`src/rtl/alu_op_issuer_if.sv`:
```
// Decode-side request and writeback-side response bundle for alu_op_issuer.
// A transfer happens on the rising edge where valid and ready are both 1; the source holds its payload until then.
interface alu_op_issuer_if #(
    parameter int DATA_WIDTH = 32
);
    logic                  req_valid;
    logic                  req_ready;
    logic [1:0]            req_aluop;
    logic [5:0]            req_funct;
    logic [DATA_WIDTH-1:0] req_a;
    logic [DATA_WIDTH-1:0] req_b;

    logic                  rsp_valid;
    logic                  rsp_ready;
    logic [DATA_WIDTH-1:0] rsp_result;
    logic                  rsp_zero;
    logic                  rsp_err;

    modport master (
        output req_valid, req_aluop, req_funct, req_a, req_b, rsp_ready,
        input  req_ready, rsp_valid, rsp_result, rsp_zero, rsp_err
    );

    modport slave (
        input  req_valid, req_aluop, req_funct, req_a, req_b, rsp_ready,
        output req_ready, rsp_valid, rsp_result, rsp_zero, rsp_err
    );
endinterface

```
`src/rtl/alu_op_issuer.sv`:
```
// Issues one decoded operation to the ALU, holds operands for its settle time, returns the result.
// Define ALU_ISSUE_MUL_EN to decode funct 011000 as MUL with a MUL_CYCLES-long hold.
module alu_op_issuer #(
    parameter int DATA_WIDTH = 32,
    parameter int MUL_CYCLES = 4
) (
    input  logic                  clk,
    input  logic                  rst,
    alu_op_issuer_if.slave        bus,
    output logic [DATA_WIDTH-1:0] alu_in_0,
    output logic [DATA_WIDTH-1:0] alu_in_1,
    output logic [2:0]            alu_sel,
    input  logic [DATA_WIDTH-1:0] alu_out,
    input  logic                  alu_zero,
    output logic [1:0]            dbg_state
);
    localparam logic [1:0] S_IDLE     = 2'd0;
    localparam logic [1:0] S_EXEC     = 2'd1;
`ifdef ALU_ISSUE_MUL_EN
    localparam logic [1:0] S_WAIT_MUL = 2'd2;
    localparam logic [2:0] SEL_MUL    = 3'b101;
    localparam logic [3:0] MUL_LOAD   = 4'(MUL_CYCLES - 1);
`endif
    localparam logic [1:0] S_RESP     = 2'd3;

    localparam logic [2:0] SEL_AND  = 3'b000;
    localparam logic [2:0] SEL_OR   = 3'b001;
    localparam logic [2:0] SEL_ADD  = 3'b010;
    localparam logic [2:0] SEL_SUB  = 3'b100;
    localparam logic [2:0] SEL_SLT  = 3'b110;
    localparam logic [2:0] SEL_IDLE = 3'b111;

    logic [1:0]            state;
    logic [DATA_WIDTH-1:0] rsp_result_q;
    logic                  rsp_zero_q;
    logic                  rsp_err_q;
    logic [2:0]            dec_sel;
    logic                  dec_legal;
`ifdef ALU_ISSUE_MUL_EN
    logic                  dec_mul;
    logic [3:0]            cnt;
`endif

    always_comb begin
        dec_sel   = SEL_IDLE;
        dec_legal = 1'b0;
`ifdef ALU_ISSUE_MUL_EN
        dec_mul   = 1'b0;
`endif
        case (bus.req_aluop)
            2'b00: begin dec_sel = SEL_ADD; dec_legal = 1'b1; end
            2'b01: begin dec_sel = SEL_SUB; dec_legal = 1'b1; end
            2'b10: begin
                case (bus.req_funct)
                    6'b100000: begin dec_sel = SEL_ADD; dec_legal = 1'b1; end
                    6'b100010: begin dec_sel = SEL_SUB; dec_legal = 1'b1; end
                    6'b100100: begin dec_sel = SEL_AND; dec_legal = 1'b1; end
                    6'b100101: begin dec_sel = SEL_OR;  dec_legal = 1'b1; end
                    6'b101010: begin dec_sel = SEL_SLT; dec_legal = 1'b1; end
`ifdef ALU_ISSUE_MUL_EN
                    6'b011000: begin dec_sel = SEL_MUL; dec_legal = 1'b1; dec_mul = 1'b1; end
`endif
                    default: ;
                endcase
            end
            default: ;
        endcase
    end

    always_ff @(posedge clk or posedge rst) begin
        if (rst) begin
            state        <= S_IDLE;
            alu_in_0     <= '0;
            alu_in_1     <= '0;
            alu_sel      <= SEL_IDLE;
            rsp_result_q <= '0;
            rsp_zero_q   <= 1'b0;
            rsp_err_q    <= 1'b0;
`ifdef ALU_ISSUE_MUL_EN
            cnt          <= 4'd0;
`endif
        end else begin
            case (state)
                S_IDLE: begin
                    if (bus.req_valid) begin
                        alu_in_0 <= bus.req_a;
                        alu_in_1 <= bus.req_b;
                        alu_sel  <= dec_sel;
                        // Illegal ops never reach the ALU; their response is formed here.
                        if (!dec_legal) begin
                            rsp_result_q <= '0;
                            rsp_zero_q   <= 1'b1;
                            rsp_err_q    <= 1'b1;
                            state        <= S_RESP;
`ifdef ALU_ISSUE_MUL_EN
                        end else if (dec_mul) begin
                            cnt   <= MUL_LOAD;
                            state <= S_WAIT_MUL;
`endif
                        end else begin
                            state <= S_EXEC;
                        end
                    end
                end
                S_EXEC: begin
                    rsp_result_q <= alu_out;
                    rsp_zero_q   <= alu_zero;
                    rsp_err_q    <= 1'b0;
                    state        <= S_RESP;
                end
`ifdef ALU_ISSUE_MUL_EN
                S_WAIT_MUL: begin
                    if (cnt == 4'd0) begin
                        rsp_result_q <= alu_out;
                        rsp_zero_q   <= alu_zero;
                        rsp_err_q    <= 1'b0;
                        state        <= S_RESP;
                    end else begin
                        cnt <= cnt - 4'd1;
                    end
                end
`endif
                S_RESP: begin
                    if (bus.rsp_ready) begin
                        alu_sel <= SEL_IDLE;
                        state   <= S_IDLE;
                    end
                end
                default: state <= S_IDLE;
            endcase
        end
    end

    assign bus.req_ready  = (state == S_IDLE);
    assign bus.rsp_valid  = (state == S_RESP);
    assign bus.rsp_result = rsp_result_q;
    assign bus.rsp_zero   = rsp_zero_q;
    assign bus.rsp_err    = rsp_err_q;
    assign dbg_state      = state;
endmodule

```
`src/flat_wrapper.sv`:
```
// flat-port wrapper written by rule: the top's interface ports become plain ports
module alu_op_issuer_flat 
#(
    parameter int DATA_WIDTH = 32,
    parameter int MUL_CYCLES = 4
)
  (clk, rst, alu_in_0, alu_in_1, alu_sel, alu_out, alu_zero, dbg_state, bus_req_valid, bus_req_aluop, bus_req_funct, bus_req_a, bus_req_b, bus_rsp_ready, bus_req_ready, bus_rsp_valid, bus_rsp_result, bus_rsp_zero, bus_rsp_err);
  alu_op_issuer_if #(.DATA_WIDTH(DATA_WIDTH)) bus_i ();
  input  logic clk;
  input  logic rst;
  output logic [DATA_WIDTH-1:0] alu_in_0;
  output logic [DATA_WIDTH-1:0] alu_in_1;
  output logic [2:0] alu_sel;
  input  logic [DATA_WIDTH-1:0] alu_out;
  input  logic alu_zero;
  output logic [1:0] dbg_state;
  input wire logic [$bits(bus_i.req_valid)-1:0] bus_req_valid;
  input wire logic [$bits(bus_i.req_aluop)-1:0] bus_req_aluop;
  input wire logic [$bits(bus_i.req_funct)-1:0] bus_req_funct;
  input wire logic [$bits(bus_i.req_a)-1:0] bus_req_a;
  input wire logic [$bits(bus_i.req_b)-1:0] bus_req_b;
  input wire logic [$bits(bus_i.rsp_ready)-1:0] bus_rsp_ready;
  output wire logic [$bits(bus_i.req_ready)-1:0] bus_req_ready;
  output wire logic [$bits(bus_i.rsp_valid)-1:0] bus_rsp_valid;
  output wire logic [$bits(bus_i.rsp_result)-1:0] bus_rsp_result;
  output wire logic [$bits(bus_i.rsp_zero)-1:0] bus_rsp_zero;
  output wire logic [$bits(bus_i.rsp_err)-1:0] bus_rsp_err;
  assign bus_i.req_valid = bus_req_valid;
  assign bus_i.req_aluop = bus_req_aluop;
  assign bus_i.req_funct = bus_req_funct;
  assign bus_i.req_a = bus_req_a;
  assign bus_i.req_b = bus_req_b;
  assign bus_i.rsp_ready = bus_rsp_ready;
  assign bus_req_ready = bus_i.req_ready;
  assign bus_rsp_valid = bus_i.rsp_valid;
  assign bus_rsp_result = bus_i.rsp_result;
  assign bus_rsp_zero = bus_i.rsp_zero;
  assign bus_rsp_err = bus_i.rsp_err;
  alu_op_issuer #(.DATA_WIDTH(DATA_WIDTH), .MUL_CYCLES(MUL_CYCLES)) u_core (.clk(clk), .rst(rst), .bus(bus_i), .alu_in_0(alu_in_0), .alu_in_1(alu_in_1), .alu_sel(alu_sel), .alu_out(alu_out), .alu_zero(alu_zero), .dbg_state(dbg_state));
endmodule
```
`config.mk`:
```
export PLATFORM = sky130hd
export DESIGN_NAME = alu_op_issuer_flat
export DESIGN_NICKNAME = d
export VERILOG_FILES = /design/src/rtl/alu_op_issuer_if.sv /design/src/rtl/alu_op_issuer.sv /design/src/flat_wrapper.sv
export SDC_FILE = /design/constraint.sdc
export NUM_CORES = 1
export LEC_CHECK = 0
export CORE_UTILIZATION = 40
export CTS_CLUSTER_DIAMETER = 50
export DETAILED_ROUTE_END_ITERATION = 7
export PLACE_DENSITY = 0.79
export SETUP_SLACK_MARGIN = 0.1
export SYNTH_ARGS = -nofsm -noshare
export SYNTH_HDL_FRONTEND = slang
export SYNTH_SLANG_ARGS = --single-unit
```
`constraint.sdc`:
```
create_clock -name clk -period 3.9 [get_ports clk]
set_input_delay 0.78 -clock clk [delete_from_list [all_inputs] [get_ports clk]]
set_output_delay 0.78 -clock clk [all_outputs]
set_load 0.005 [all_outputs]
```
==> results.md <==
* Critical path class: reg2out
* Synth Flop Type: dfrtp_1
* Area fraction of the dominant cell type after synthesis at 0.603
* Final WS setup at between 1000 and 1500 ps
* Die width at just over 100 um
* Async SR Flop Fraction at 1.00
* Place WS at approximately 1500 ps
* Starting Density at 0.419
* Yosys top cell by area: dfrtp_1
* Fin Setup TNS at 0 ps
* Die H at about 100 um
* Full die area at 10,800 um2
* Via count at 3,197
* Global placer's final weighted congestion at around 0.8
* Storage element area at about 2600 um2
* Leak pwr at 2.77 nW
* Wirelength, routed at between 10 and 15 mm
* Grt total ovfl at 0
* Reg-to-reg startpoint: u_core.dbg_state[0]$_DFFE_PP0P_
* Crit path capture type: output port
* VDD IR max at roughly 0.48 mV
* Initial antenna violation count at 0
* Layout cells sized above 1 at 0.168
* 1st-pass router iterations at 4
* CTS sink cnt at a little over 100
* Register area share after synthesis at 0.622
* Via density at 4.78
* Vias in the first global route at between 3k and 4k
* Rel. slew slack at 0.169
* Rows at 36
* Most frequent cells in the layout: clkdlybuf4s50_1 (213), dfrtp_1 (100), nand2_1 (68)
* CTS tree: yes
* R2R Setup Slk at roughly 1900 ps
* Routed wire per std cell at between 15 and 20 um
* Largest net degree at the start of global routing at 69
* Syn nets at about 430
* Initial DRC count at 174
* Core Region at 9910 um2
* Post-Syn Instances at between 300 and 400
* Area delta synth->final at 59.1%
* Layout Nets at 640
* Final Hold Viols at 0
* Fmax at 400 MHz
* RSZ-0062 raised after global routing: no
* Reg2Reg Depth at 3
* Postcts setup bufs at 0
* Commonest non-fill, non-tap cell in the layout: clkdlybuf4s50_1
* Total GRT Usage at 0.199
* Number of synthesized register bits at a little over 100
* Drt drc at 0
* Post-route ant nets at 0
* Final worst-path cycle share at 0.642
* CTS H-Tree Depth at 3
* Post-layout min period at between 2000 and 3000 ps
* I/O Pins at 214
* CP max FO at 13
* Synth top area cells: dfrtp_1 (60%), mux2_2 (13%), nand2_1 (6.2%)
* Port-buffer cells at between 200 and 250
* Min-delay worst type: reg2reg
* Slew at the pin closest to its max-slew limit at 1250 ps
* Max clock buf depth at 2
* Post-cts resize count at 0
* Worst path required time at 3120 ps
* Status: completed
* Ys Warns at 0
* Hold_buf cts at 0
* Power per cell area at 753 nW/um2
* FILL cells at ~780
* Max Cap Viol at 0
* Tot Pwr at a little under 5 mW
* Clock Latency Late Sink at approximately 360 ps
* Post-DP HPWL at between 7 and 8 mm
* First-pass GRT wire length at 16.9 mm
* Worst path arrival time at ~1700 ps
* Startpoint types: flip-flop
* Root buffer cell: clkbuf_8
* Worst reg2reg path endpoint: u_core.bus.rsp_result[14]$_DFFE_PP0P_
* Synth cell types at 32
* Clk slew on worst S/H paths at around 90 ps
* Worst hold path depth at 2
* Number of synthesized flops with an enable pin at 0
* CTS Buf Count at 9
* Setup violators final at 0
* Pins Over Slew Limit at 0
* Multi-input logic area at between 1000 and 1500 um2
* N_diodes at 0
* Min-delay src: u_core.bus.rsp_zero$_DFFE_PP0P_
* Mapped Area at approximately 4100 um2
* Avg Inst Size Synth at 12.8 um2
* Worst hold endpoint: u_core.bus.rsp_zero$_DFFE_PP0P_
* Worst clock skew at between 4 and 5 ps
synth_stat cells, drive strengths merged (2+ instances only):
master,n
dfrtp,100
nand2,68
mux2,64
a21oi,35
buf,17
nor2,8
dfstp,3
nand2b,3
a2bb2oi,2
and2,2
clkbuf,2
inv,2
nor2b,2
o21ai,2
sequential cells by signal, summed over array words and instances, names as in the netlist:
register               cells
u_core.bus.rsp_zero        1
u_core.alu_sel             3
u_core.bus.rsp_result     32
u_core.alu_in_0           32
u_core.bus.rsp_err         1
u_core.dbg_state           2
u_core.alu_in_1           32
worst max-delay path, stage by stage (launching register included):
cell             delay [ps]
dfrtp_1                 660
and2_1                  200
clkdlybuf4s50_1         500
through the flow:
step                       util  area, um2  cells  hold slack (ps)
after floorplan               -       4150    323              487
after global placement    0.644       6380    653              486
after detailed placement  0.644       6380    653              492
after CTS                 0.666       6600    669              513
after global routing      0.666       6600    669              532
final                     0.666       6600    669              504
area by class of cell:
cell class | count | share of cell area
Timing Repair Buffer | 216 | 0.330
Tap cell | 133 | 0.0252
Inverter | 2 | 0.00152
Sequential cell | 103 | 0.391
Clock buffer | 11 | 0.0214
Clock inverter | 5 | 0.0123
Multi-Input combinational cell | 199 | 0.218
where the power goes:
group	leakage [nW]	internal, mW	switching, mW
combinational	1.42	1.54	0.790
sequential	1.24	1.61	0.297
clock	0.110	0.380	0.356
total	2.77	3.53	1.44
worst max path at each step:
stage / start / endpoint / slack [ps]
after floorplan: rst / u_core.alu_in_0[0]$_DFFE_PP0P_ / 420
after global placement: bus_req_funct[1] / u_core.bus.rsp_zero$_DFFE_PP0P_ / 1490
after detailed placement: bus_req_funct[1] / u_core.bus.rsp_zero$_DFFE_PP0P_ / 1480
after CTS: u_core.dbg_state[0]$_DFFE_PP0P_ / bus_rsp_valid / 1370
after global routing: u_core.dbg_state[0]$_DFFE_PP0P_ / bus_rsp_valid / 1320
final: u_core.dbg_state[0]$_DFFE_PP0P_ / bus_rsp_valid / 1400
cells by family after synthesis:
| kind of cell | Yosys count | synth area share |
|---|---|---|
| DFF | 103 | 0.622 |
| buffers and inverters | 21 | 0.0305 |
| muxes | 65 | 0.191 |
| xor gates and xnor gates | 1 | 0.00211 |
| AOI/OAI and AO/OA | 44 | 0.0585 |
| and+or+nand+nor | 89 | 0.0959 |
metal layers:
layer / share of wire / GRT usage / vias to the layer above
met5: 0 / 0 / -
met4: 0.030 / 0.107 / 0
met3: 0.056 / 0.0378 / 21
met2: 0.50 / 0.340 / 131
met1: 0.41 / 0.236 / 1546
li1: - / - / 1499
Note: power is estimated with default switching activity, not from simulation.
